[src/rtl/alarm_pkg.sv]
// Shared mode encodings and helpers for the alarm controller.
package alarm_pkg;

  typedef enum logic [1:0] {
    MODE_NORMAL    = 2'd0,
    MODE_EDIT_TEMP = 2'd1,
    MODE_EDIT_RH   = 2'd2
  } mode_e;

  localparam int unsigned CNT_W = 32;

  // Mode sequence on a mode-button press; the unused encoding falls back to NORMAL.
  function automatic mode_e next_mode(input mode_e cur);
    mode_e nxt;
    case (cur)
      MODE_NORMAL:    nxt = MODE_EDIT_TEMP;
      MODE_EDIT_TEMP: nxt = MODE_EDIT_RH;
      MODE_EDIT_RH:   nxt = MODE_NORMAL;
      default:        nxt = MODE_NORMAL;
    endcase
    return nxt;
  endfunction

endpackage

[src/rtl/alarm_channel.sv]
// One sensor channel: persistence filter and latched alarm with optional clear hysteresis.
// ALARM_HYST_EN selects the hysteresis clear condition (sample + HYST <= threshold).
module alarm_channel
  import alarm_pkg::*;
#(
  parameter int unsigned PERSIST = 3,
  parameter int unsigned HYST    = 2
) (
  input  logic       clk,
  input  logic       rst,
  input  logic       vld_i,
  input  logic [7:0] sample_i,
  input  logic [7:0] thr_i,
  output logic       alarm_o,
  output logic       alarm_nxt_o
);

  localparam logic [3:0] PERSIST_C = 4'(PERSIST);
  localparam logic [8:0] HYST_C    = 9'(HYST);

  logic [3:0] cnt_q, cnt_d;
  logic       alarm_q, alarm_d;
  logic       over_s, clr_s;
  logic [8:0] sample_ext_s, thr_ext_s;

  assign sample_ext_s = {1'b0, sample_i};
  assign thr_ext_s    = {1'b0, thr_i};
  assign over_s       = (sample_ext_s > thr_ext_s);

  // Widened compare so sample + HYST cannot wrap past the threshold.
`ifdef ALARM_HYST_EN
  assign clr_s = ((sample_ext_s + HYST_C) <= thr_ext_s);
`else
  assign clr_s = (sample_ext_s <= thr_ext_s);
`endif

  // Persistence count and alarm latch next-state.
  always_comb begin
    cnt_d   = cnt_q;
    alarm_d = alarm_q;
    if (vld_i) begin
      if (over_s) begin
        if (cnt_q >= PERSIST_C) begin
          cnt_d = PERSIST_C;
        end else begin
          cnt_d = cnt_q + 4'd1;
        end
        if (cnt_q >= (PERSIST_C - 4'd1)) begin
          alarm_d = 1'b1;
        end else begin
          alarm_d = alarm_q;
        end
      end else begin
        cnt_d = 4'd0;
        if (clr_s) begin
          alarm_d = 1'b0;
        end else begin
          alarm_d = alarm_q;
        end
      end
    end else begin
      cnt_d   = cnt_q;
      alarm_d = alarm_q;
    end
  end

  // Channel state registers.
  always_ff @(posedge clk) begin
    if (rst) begin
      cnt_q   <= 4'd0;
      alarm_q <= 1'b0;
    end else begin
      cnt_q   <= cnt_d;
      alarm_q <= alarm_d;
    end
  end

  assign alarm_o     = alarm_q;
  assign alarm_nxt_o = alarm_d;

endmodule

[src/rtl/alarm_controller.sv]
// Alarm controller: edit-mode FSM with inactivity timeout, gated threshold pulses,
// two alarm channels and buzzer. ALARM_HYST_EN enables clear hysteresis in the channels.
module alarm_controller
  import alarm_pkg::*;
#(
  parameter int unsigned TIMEOUT_CYC = 500000000,
  parameter int unsigned PERSIST     = 3,
  parameter int unsigned HYST        = 2,
  parameter int unsigned BEEP_CYC    = 25000000
) (
  input  logic       clk,
  input  logic       rst,
  input  logic       pul_mode,
  input  logic       pul_inc,
  input  logic       pul_dec,
  input  logic       data_vld,
  input  logic [7:0] temp,
  input  logic [7:0] rh,
  input  logic [7:0] I_Temp,
  input  logic [7:0] I_RH,
  output logic [1:0] mode,
  output logic       thr_inc,
  output logic       thr_dec,
  output logic       alarm_temp,
  output logic       alarm_rh,
  output logic       buzzer
);

  localparam logic [CNT_W-1:0] TIMEOUT_LAST = CNT_W'(TIMEOUT_CYC - 1);
  localparam logic [CNT_W-1:0] BEEP_LAST    = CNT_W'(BEEP_CYC - 1);

  mode_e             mode_q, mode_d;
  logic [CNT_W-1:0]  idle_q, idle_d;
  logic              thr_inc_q, thr_inc_d;
  logic              thr_dec_q, thr_dec_d;
  logic              buz_q, buz_d;
  logic [CNT_W-1:0]  beep_q, beep_d;
  logic              pul_any_s, in_edit_s;
  logic              alarm_t_s, alarm_t_nxt_s, alarm_r_s, alarm_r_nxt_s;
  logic              buz_force_s;

  alarm_channel #(.PERSIST(PERSIST), .HYST(HYST)) u_ch_temp (
    .clk        (clk),
    .rst        (rst),
    .vld_i      (data_vld),
    .sample_i   (temp),
    .thr_i      (I_Temp),
    .alarm_o    (alarm_t_s),
    .alarm_nxt_o(alarm_t_nxt_s)
  );

  alarm_channel #(.PERSIST(PERSIST), .HYST(HYST)) u_ch_rh (
    .clk        (clk),
    .rst        (rst),
    .vld_i      (data_vld),
    .sample_i   (rh),
    .thr_i      (I_RH),
    .alarm_o    (alarm_r_s),
    .alarm_nxt_o(alarm_r_nxt_s)
  );

  assign pul_any_s = pul_mode | pul_inc | pul_dec;
  assign in_edit_s = (mode_q != MODE_NORMAL);

  // Mode FSM, idle timer and gated threshold pulses.
  always_comb begin
    mode_d    = mode_q;
    idle_d    = idle_q;
    thr_inc_d = 1'b0;
    thr_dec_d = 1'b0;

    if (pul_mode) begin
      mode_d = next_mode(mode_q);
    end else if (in_edit_s && (idle_q == TIMEOUT_LAST)) begin
      mode_d = MODE_NORMAL;
    end else begin
      mode_d = mode_q;
    end

    if (pul_any_s || !in_edit_s) begin
      idle_d = '0;
    end else begin
      idle_d = idle_q + CNT_W'(1);
    end

    // Conflicting button presses cancel; a mode press swallows inc/dec.
    if (in_edit_s && !pul_mode && (pul_inc != pul_dec)) begin
      thr_inc_d = pul_inc;
      thr_dec_d = pul_dec;
    end else begin
      thr_inc_d = 1'b0;
      thr_dec_d = 1'b0;
    end
  end

  // Buzzer is silent unless an alarm is (and stays) active and the next mode is NORMAL.
  assign buz_force_s = !((alarm_t_s | alarm_r_s) && (alarm_t_nxt_s | alarm_r_nxt_s))
                       || (mode_d != MODE_NORMAL);

  // Buzzer phase counter; toggles on each counter wrap, restarting when forced low.
  always_comb begin
    buz_d  = buz_q;
    beep_d = beep_q;
    if (buz_force_s) begin
      buz_d  = 1'b0;
      beep_d = '0;
    end else begin
      if (beep_q == '0) begin
        buz_d = ~buz_q;
      end else begin
        buz_d = buz_q;
      end
      if (beep_q >= BEEP_LAST) begin
        beep_d = '0;
      end else begin
        beep_d = beep_q + CNT_W'(1);
      end
    end
  end

  // Controller state registers.
  always_ff @(posedge clk) begin
    if (rst) begin
      mode_q    <= MODE_NORMAL;
      idle_q    <= '0;
      thr_inc_q <= 1'b0;
      thr_dec_q <= 1'b0;
      buz_q     <= 1'b0;
      beep_q    <= '0;
    end else begin
      mode_q    <= mode_d;
      idle_q    <= idle_d;
      thr_inc_q <= thr_inc_d;
      thr_dec_q <= thr_dec_d;
      buz_q     <= buz_d;
      beep_q    <= beep_d;
    end
  end

  assign mode       = mode_q;
  assign thr_inc    = thr_inc_q;
  assign thr_dec    = thr_dec_q;
  assign alarm_temp = alarm_t_s;
  assign alarm_rh   = alarm_r_s;
  assign buzzer     = buz_q;

endmodule

[config.mk]
export PLATFORM = sky130hd
export DESIGN_NAME = alarm_controller
export DESIGN_NICKNAME = d
export VERILOG_FILES = /design/src/rtl/alarm_pkg.sv /design/src/rtl/alarm_channel.sv /design/src/rtl/alarm_controller.sv
export SDC_FILE = /design/constraint.sdc
export NUM_CORES = 1
export LEC_CHECK = 0
export CORE_MARGIN = 1
export CORE_UTILIZATION = 51
export DETAILED_ROUTE_END_ITERATION = 10
export HOLD_SLACK_MARGIN = 0.05
export PLACE_DENSITY_LB_ADDON = 0.1
export SLEW_MARGIN = 20
export SYNTH_ARGS = -nofsm -noshare
export SYNTH_HDL_FRONTEND = slang
export SYNTH_SLANG_ARGS = --single-unit
[constraint.sdc]
create_clock -name clk -period 2.8 [get_ports clk]
set_clock_uncertainty 0.15 [all_clocks]
set_input_delay 0.7 -clock clk [delete_from_list [all_inputs] [get_ports clk]]
set_output_delay 0.7 -clock clk [all_outputs]
set_load 0.02 [all_outputs]
Word-level counts from Yosys, hierarchy flattened:

Cells that the tools add are included.

* $add $sub $neg: 4
* magnitude comparators: 9
* equal/unequal tests: 3
* multiplexer cells: 15
* bitwise operators: 6
* reduce and logical (&&, ||, !) cells: 17

Operators by type and width (number)
* adder 32 x 1 -> 32 bit, second input constant: 2
* == test 32 x 29 -> 1 bit, second input constant: 1
* greater-or-equal comparator 32 x 25 -> 1 bit, second input constant: 1
* zero test 32 bit: 1
* greater-or-equal comparator 4 x 2 -> 1 bit, second input constant: 4
* > comparator 8 bit: 2
* less-or-equal comparator 8 bit: 2
* 2-to-1 mux 4 bit: 4
* adder 4 x 1 -> 4 bit, second input constant: 2
* 2-to-1 mux 1 bit: 8
* OR reduction 2 bit: 3
* logical AND 1 bit: 4
* 2-to-1 mux 2 bit: 2
* OR 1 bit: 4
* one-hot mux 2 bit (2 select lines): 1
* nonzero test 2 bit: 2
* zero test 1 bit: 3
* OR reduction 3 bit: 1
* == test 2 x 1 -> 1 bit, second input constant: 1
* zero test 2 bit: 1
* logical OR 1 bit: 2
* NOT 1 bit: 2
* != test 1 bit: 1

* bits in registers: 79
* output and inout port bits: 7
* logic and storage cells: 64

Depth between registers and ports, before layout:

Gate-level depths: netlist of the first run.

* depth in word-level cells: 9
* depth in mapped cells: 10

Hierarchy:

From an unflattened synthesis of the first run, not the netlist that was laid out.

* cells, all modules: 447
* area, all modules: 3937.5 µm²

Modules (own cells, without submodules)
* alarm_controller: times used 1, cells an instance 343, area an instance 3056.7 µm², seq. area each 1381.3 µm²
* alarm_channel: times used 2, cells an instance 52, area an instance 440.4 µm², seq. area each 100.1 µm²

Worst setup path after synthesis of the first run:

No wires, ideal clock.

* kind: reg2reg
* start: register idle_q[11]
* end: register beep_q[9]
* data arrival time: 2484 ps
* required time: 2561 ps
* path slack: 78 ps
* stages on the path, launching flop included: 9
* path buffers: 2
* period minus slack after synthesis: 2722 ps
* path through: dfxtp_1 -> or4b_1 -> or4_1 -> nor4_2 -> nor3_1 -> a311o_1 -> buf_6 -> buf_12 -> nor4_4

* longest elaborated chain between the ends: 7

RTL lines
* from (decl): line alarm_controller.sv:33 `logic [CNT_W-1:0] idle_q, idle_d;`
* from (signal assigned): line alarm_controller.sv:132 `idle_q <= idle_d;`
* == test 32 x 29 -> 1 bit: line alarm_controller.sv:74 `end else if (in_edit_s && (idle_q == TIMEOUT_LAST)) begin`
* logical AND 1 bit: line alarm_controller.sv:74
* 2-to-1 mux 2 bit: line alarm_controller.sv:74
* 2-to-1 mux 2 bit: line alarm_controller.sv:72 `if (pul_mode) begin`
* nonzero test 2 bit: line alarm_controller.sv:98 `|| (mode_d != MODE_NORMAL);`
* logical OR 1 bit: line alarm_controller.sv:98
* OR reduction 3 bit (no source line)
* to (signal assigned): line alarm_controller.sv:136 `beep_q <= beep_d;`
* to (decl): line alarm_controller.sv:37 `logic [CNT_W-1:0] beep_q, beep_d;`

No other way between the ends.
A chain may end at the register's enable or synchronous reset.

Worst setup path in the final report of the first run:

* start: input I_RH[5]
* end: register beep_q[15]

* longest elaborated chain between the ends: 9
* elaborated cells between the ends (all ways): 10
* those cells by class: 2 x order compare; 3 x mux; 1 x bitwise; 4 x reduce/logical

RTL lines
* from (decl): line alarm_controller.sv:20 `input logic [7:0] I_RH,`
* less-or-equal comparator 8 bit: line alarm_channel.sv:34 `assign clr_s = (sample_ext_s <= thr_ext_s);`
* 2-to-1 mux 1 bit: line alarm_channel.sv:55 `if (clr_s) begin`
* 2-to-1 mux 1 bit (*): line alarm_channel.sv:42 `if (over_s) begin`
* 2-to-1 mux 1 bit (*): line alarm_channel.sv:41 `if (vld_i) begin`
* OR 1 bit (*): line alarm_controller.sv:97 `assign buz_force_s = !((alarm_t_s | alarm_r_s) && (alarm_t_nxt_s | alarm_r_nxt_s))`
* logical AND 1 bit (*): line alarm_controller.sv:97
* zero test 1 bit (*): line alarm_controller.sv:97
* logical OR 1 bit (*): line alarm_controller.sv:98
* OR reduction 3 bit (no source line) (*)

Every way passes the cells marked *; elsewhere a longest branch is shown, timed or not.

==> flow_metrics.env, run 1 <==
export IMPL_swShare=0.216
export IMPL_powerDensity_mw_per_mm2=449
export IMPL_ys_seq_elements=79
export IMPL_hpwl_um=5860
export IMPL_critPathLaunchType="input port"
export IMPL_final_hold_viol_count=0
export IMPL_p_switching_mw=0.481
export IMPL_cts_max_level=3
export IMPL_critPathKind="in2reg"
export IMPL_comb_power_share=0.070
export IMPL_antenna_found_initial=0
export IMPL_num_vias=3357
export IMPL_n_fill_cell=668
export IMPL_cts_hold_buf=0
export IMPL_critPathMaxFanout=26
export IMPL_violations="negative setup slack"
export IMPL_relSlewSlack=0.667
export IMPL_synth_edf_count=0
export IMPL_clock_fmax_ghz=0.349
export IMPL_drive_gt1_frac=0.120
export IMPL_clk_pin_slew_ns=0.08
export IMPL_r2r_start="idle_q[20]"
export IMPL_setup_viol=24
export IMPL_hp_class="reg2reg"
export IMPL_critPathLaunch="I_RH[5]"
export IMPL_period_share=1.02
export IMPL_portBuffers=44
export IMPL_power_internal_mw=1.75
export IMPL_grt_pass1_wl_um=14600
export IMPL_tightest_slew_ns=0.496
export IMPL_start_util=0.524
export IMPL_dr_pass1_iters=4
export IMPL_core_area_mm2=0.00769
export IMPL_cp_end_kind="register"
export IMPL_detail_route_antenna_nets=0
export IMPL_grt_max_degree=33
export IMPL_area_growth_pct=23.5
export IMPL_post_cts_buffers=0
export IMPL_rsz0062_at_grt="yes"
export IMPL_yosysWarnings=0
export IMPL_synth_flop_cell="dfxtp_1"
export IMPL_cts_root_buf="clkbuf_8"
export IMPL_fin_util=0.647
export IMPL_yosysSeqAreaShare=0.393
export IMPL_cts_tree="built"
export IMPL_overflow=0
export IMPL_clk_latency_ns=0.35
export IMPL_antennaDiodeCount=0
export IMPL_die_area_mm2=0.00825
export IMPL_clockBufferDepth=2
export IMPL_worst_slack_ns=-0.0656
export IMPL_finalInstanceArea_mm2=0.00497
export IMPL_pin_count=45
export IMPL_nets=580
export IMPL_power_frac_seq=0.512
export IMPL_syn_area_mm2=0.00403
export IMPL_row_count=32
export IMPL_async_flop_share=0
export IMPL_drc_errors=0
export IMPL_dp_slack_ns=-0.475
export IMPL_slew_violations=0
export IMPL_fin_crit_ns=2.87
export IMPL_grt_pass1_vias=3324
export IMPL_grtUsageTotal=0.214
export IMPL_drt_wl_total_um=8040
export IMPL_pwr_share_clk=0.419
export IMPL_p_leak_nw=1.75
export IMPL_die_h_um=90.9
export IMPL_wl_per_cell_um=12.8
export IMPL_drv_cap=0
export IMPL_max_vdd_ir_drop_uv=223
export IMPL_cp_arrival_ns=2.98
export IMPL_die_w_um=90.9
export IMPL_hold_path_startpoint="idle_q[0]"
export IMPL_cts_buffers=9
export IMPL_post_drt_via_cell_ratio=5.36
export IMPL_gp_congestion=0.736
export IMPL_first_iter_violations=127
export IMPL_cts_sinks=79
export IMPL_syn_inst=453
export IMPL_outcome="complete, but fails checks"
export IMPL_syn_avg_cell_area_um2=8.89
export IMPL_place_area_mm2=0.00469
export IMPL_ys_types=39
export IMPL_cp_data_required_time_ns=2.91
==> critical path, cell delays in order <==
cell,delay (ns)
clkdlybuf4s50_1,0.46
inv_1,0.05
ha_1,0.29
nand4_1,0.12
a21o_1,0.19
a211o_1,0.27
a311o_1,0.40
buf_12,0.20
nor4_2,0.28
==> cell usage in the layout (no fill, tap or decap), drive strengths merged, types with 21 or more instances in the layout <==
cell	instances
clkdlybuf4s50	43
nand3	29
nor2	49
xnor2	21
dfxtp	79
a21oi	24
inv	32
xor2	30
ha	23
nor4	33
nand2	26
==> final cells by class <==
| cell class | instances | area (um^2) | area share |
|---|---|---|---|
| sequential | 79 | 1580 | 0.318 |
| multi-input combinational | 333 | 2310 | 0.464 |
| tap | 102 | 128 | 0.0257 |
| clock inverter | 5 | 81.3 | 0.0164 |
| clock buffer | 11 | 141 | 0.0284 |
| inverter | 33 | 124 | 0.0249 |
| timing repair buffer | 63 | 607 | 0.122 |
==> logic make-up (layout without fill, tap and decap cells) <==
group | Yosys count | count (layout) | share of synthesized area
compound gates | 43 | 43 | 0.0625
xor+xnor | 51 | 51 | 0.111
fa+ha+maj | 23 | 23 | 0.0715
buf+inv | 47 | 112 | 0.0538
flops | 79 | 79 | 0.393
other cells | 1 | 7 | 0.000931
simple gates | 209 | 209 | 0.308
==> state kept, by name, summed over array words and instances (netlist names) <==
name               count
u_ch_rh.cnt_q          4
beep_q                32
idle_q                32
u_ch_rh.alarm_o        1
buzzer                 1
thr_inc                1
thr_dec                1
mode                   2
u_ch_temp.alarm_o      1
u_ch_temp.cnt_q        4
==> power by group through the flow <==
stage / clock network (mW) / logic [mW] / registers, mW
2_1_floorplan: 0 / 0.0695 / 1.17
3_3_place_gp: 0 / 0.151 / 1.17
3_5_place_dp: 0 / 0.156 / 1.17
4_1_cts: 0.960 / 0.157 / 1.14
5_1_grt: 0.998 / 0.177 / 1.14
6_report: 0.934 / 0.156 / 1.14
==> synthesized netlist by cell type, types with 2 or more instances <==
cell type  number  area (um^2)
and2_1          5         31.3
xor2_1         30          263
a211o_1         3         26.3
nor3_1         15         75.1
dfxtp_1        79         1580
nor2_1         49          184
clkbuf_1       10         37.5
nor2b_1         3         18.8
nor4_2         17          213
a21oi_1        24          120
and4_2          2         20.0
or4b_1          2         20.0
ha_1           23          288
nor3b_1         3         22.5
nand2_1        26         97.6
nor4_1         14         87.6
nand3_1        29          145
nor4_4          2         42.5
buf_12          2         40.0
nand4_1        19          119
o211ai_1        3         22.5
o21ai_0         7         35.0
or4_1           4         30.0
inv_1          32          120
xnor2_1        21          184
or3_1           4         25.0
and3_1          8         50.1
and4_1          5         43.8
a211oi_1        2         15.0
==> layer usage <==
metal / global-route usage / routed length (um) / vias to the layer above
met5: 0 / 0 / -
met3: 0.0370 / 262 / 11
met4: 0.0728 / 108 / 0
li1: - / - / 1724
met1: 0.272 / 3810 / 1571
met2: 0.367 / 3870 / 51
==> stage by stage <==
step                      TNS (ns)  cells  power (mW)  hold WS (ns)
after CTS                   -0.688    626        2.26         0.310
after detailed placement    -11.34    610        1.32         0.298
after global placement       -9.84    610        1.32         0.283
after global routing         -3.24    626        2.32         0.332
after floorplan                  0    459        1.24         0.268
final                       -0.907    626        2.23         0.302
==> final timing paths <==
| path | cells past startpoint | slack (ns) | to |
|---|---|---|---|
| worst max-delay path | 9 | -0.07 | beep_q[15] |
| worst max register to register | 8 | -0.06 | beep_q[15] |
| worst min-delay path | 1 | 0.30 | idle_q[0] |
| worst min register to register | 1 | 0.30 | idle_q[0] |
==> what timing repair did <==
item	in CTS	in global routing
hold endpoints to repair	0	0
endpoints found under the setup margin	25	25
pin swaps	1	0
resized for setup	5	6
Note: power is estimated with default switching activity, not from simulation.
==> run 2, diff against run 1 <==
--- a/config.mk
+++ b/config.mk
@@ -10,7 +10,7 @@
 export DETAILED_ROUTE_END_ITERATION = 10
 export HOLD_SLACK_MARGIN = 0.05
 export PLACE_DENSITY_LB_ADDON = 0.1
-export SLEW_MARGIN = 20
+export SKIP_CTS_REPAIR_TIMING = 1
 export SYNTH_ARGS = -nofsm -noshare
 export SYNTH_HDL_FRONTEND = slang
 export SYNTH_SLANG_ARGS = --single-unit
==> run 2 against run 1 <==
The run now ends clean. Sequential power about the same. Worst hold slack better by 0.00098 ns. Cell area up 6.5%. Via count up 1.4%. Power up 1.2%. Flip-flop and latch count unchanged.
==> flow_metrics.env, run 2 (synthesis results as in run 1) <==
export IMPL_dp_cells=610
export IMPL_fin_crit_ns=2.78
export IMPL_first_iter_violations=176
export IMPL_die_h_um=90.9
export IMPL_multiInputGateArea_mm2=0.00255
export IMPL_hp_class="reg2reg"
export IMPL_finalPower_mw=2.26
export IMPL_grt_max_degree=33
export IMPL_period_share=0.994
export IMPL_max_vdd_ir_drop_uv=232
export IMPL_die_area_mm2=0.00825
export IMPL_slowest_delay_ns=0.56
export IMPL_seq_area_mm2=0.00159
export IMPL_cts_tree="built"
export IMPL_relSlewSlack=0.578
export IMPL_row_count=32
export IMPL_drv_cap=0
export IMPL_num_vias=3405
export IMPL_hpwl_um=5860
export IMPL_clock_fmax_ghz=0.359
export IMPL_crit_chain="or4b_1 > or4_4 > nor4_4 > buf_4 > nor3_2 > a311o_2 > clkbuf_16 > nor4_2"
export IMPL_core_area_mm2=0.00769
export IMPL_start_util=0.524
export IMPL_drc_errors=0
export IMPL_wl_per_cell_um=13.9
export IMPL_die_w_um=90.9
export IMPL_powerDensity_mw_per_mm2=426
export IMPL_cp_arrival_ns=2.90
export IMPL_clk_latency_ns=0.35
export IMPL_worst_path_buf_inv=2
export IMPL_clk_pin_slew_ns=0.08
export IMPL_clockBufferDepth=2
export IMPL_whs_ns=0.303
export IMPL_drive_gt1_frac=0.167
export IMPL_critPathMaxFanout=7
export IMPL_outcome="finished, final reports clean"
export IMPL_cts_sinks=79
export IMPL_cts_root_buf="clkbuf_8"
export IMPL_area_growth_pct=31.5
export IMPL_setup_viol=0
export IMPL_mostFrequentLayoutCells="76 x dfxtp_1, 49 x nor2_1, 37 x clkdlybuf4s50_1"
export IMPL_cts_buffers=9
export IMPL_cts_max_level=3
export IMPL_p_leak_nw=1.84
export IMPL_critical_path_top_delay_family="simple AND/OR/NAND/NOR gates"
export IMPL_drt_wl_total_um=8770
export IMPL_grtUsageTotal=0.214
export IMPL_grt_pass1_wl_um=14600
export IMPL_overflow=0
export IMPL_portBuffers=44
export IMPL_nets=583
export IMPL_fin_tns_setup_ns=0
export IMPL_dr_pass1_iters=4
export IMPL_top_regs="beep_q: 32 flops, idle_q: 32 flops"
export IMPL_finalInstanceArea_mm2=0.00529
export IMPL_mostFrequentLayoutCell="dfxtp_1"
export IMPL_cp_end_kind="register"
export IMPL_rsz0062_at_grt="yes"
export IMPL_final_hold_viol_count=0
export IMPL_crit_slowest_cell="or4_4"
export IMPL_cp_data_required_time_ns=2.92
export IMPL_tightest_slew_ns=0.634
export IMPL_n_fill_cell=610
export IMPL_critPathLaunchType="register"
export IMPL_pin_count=45
export IMPL_fin_cells=629
export IMPL_post_drt_via_cell_ratio=5.41
export IMPL_detail_route_antenna_nets=0
export IMPL_critPathKind="reg2reg"
export IMPL_gp_congestion=0.736
export IMPL_antenna_found_initial=0
export IMPL_antennaDiodeCount=0
export IMPL_grt_pass1_vias=3327
export IMPL_place_area_mm2=0.00469
export IMPL_slew_violations=0
-- run 2: report_power, final --
part	total [mW]	switching [mW]	internal, mW	leakage [nW]
clock network	0.943	0.416	0.527	0.110
logic	0.174	0.0752	0.0985	1.09
registers	1.14	0.00736	1.13	0.641
total	2.26	0.499	1.76	1.84
-- run 2: layout make-up --
type | count | share of cell area
Sequential cell | 79 | 0.299
Inverter | 33 | 0.0234
Multi-Input combinational cell | 333 | 0.481
Tap cell | 102 | 0.0241
Clock inverter | 5 | 0.0154
Timing Repair Buffer | 66 | 0.130
Clock buffer | 11 | 0.0267
-- run 2: worst paths after layout --
check / startpoint / endpoint / slack, ns / depth (start not counted)
max: idle_q[15] / beep_q[12] / 0.02 / 8
max reg2reg: idle_q[15] / beep_q[12] / 0.02 / 8
min: idle_q[0] / idle_q[0] / 0.30 / 1
min reg2reg: idle_q[0] / idle_q[0] / 0.30 / 1
-- run 2: stage by stage --
stage / utilization / worst slack, ns
after floorplan: - / 0.0775
after global placement: 0.611 / -0.394
after global routing: 0.689 / -0.111
final: 0.689 / 0.0165
after CTS: 0.640 / -0.175
after detailed placement: 0.611 / -0.475
-- run 2: metal layers --
layer  vias up  GRT usage  wire, um
li1       1731          -         -
met1      1591      0.268      4040
met4         0     0.0767       103
met2        72      0.367      4220
met5         -          0         0
met3        11     0.0387       409
-- run 2: worst reg2reg max path: cells and delay by family, from the launching register on --
kind	cells	cell delay (ns)
flip-flops	1	0.32
AND/OR/NAND/NOR	5	1.43
AO/OA/AOI/OAI	1	0.42
buffers and inverters	2	0.38
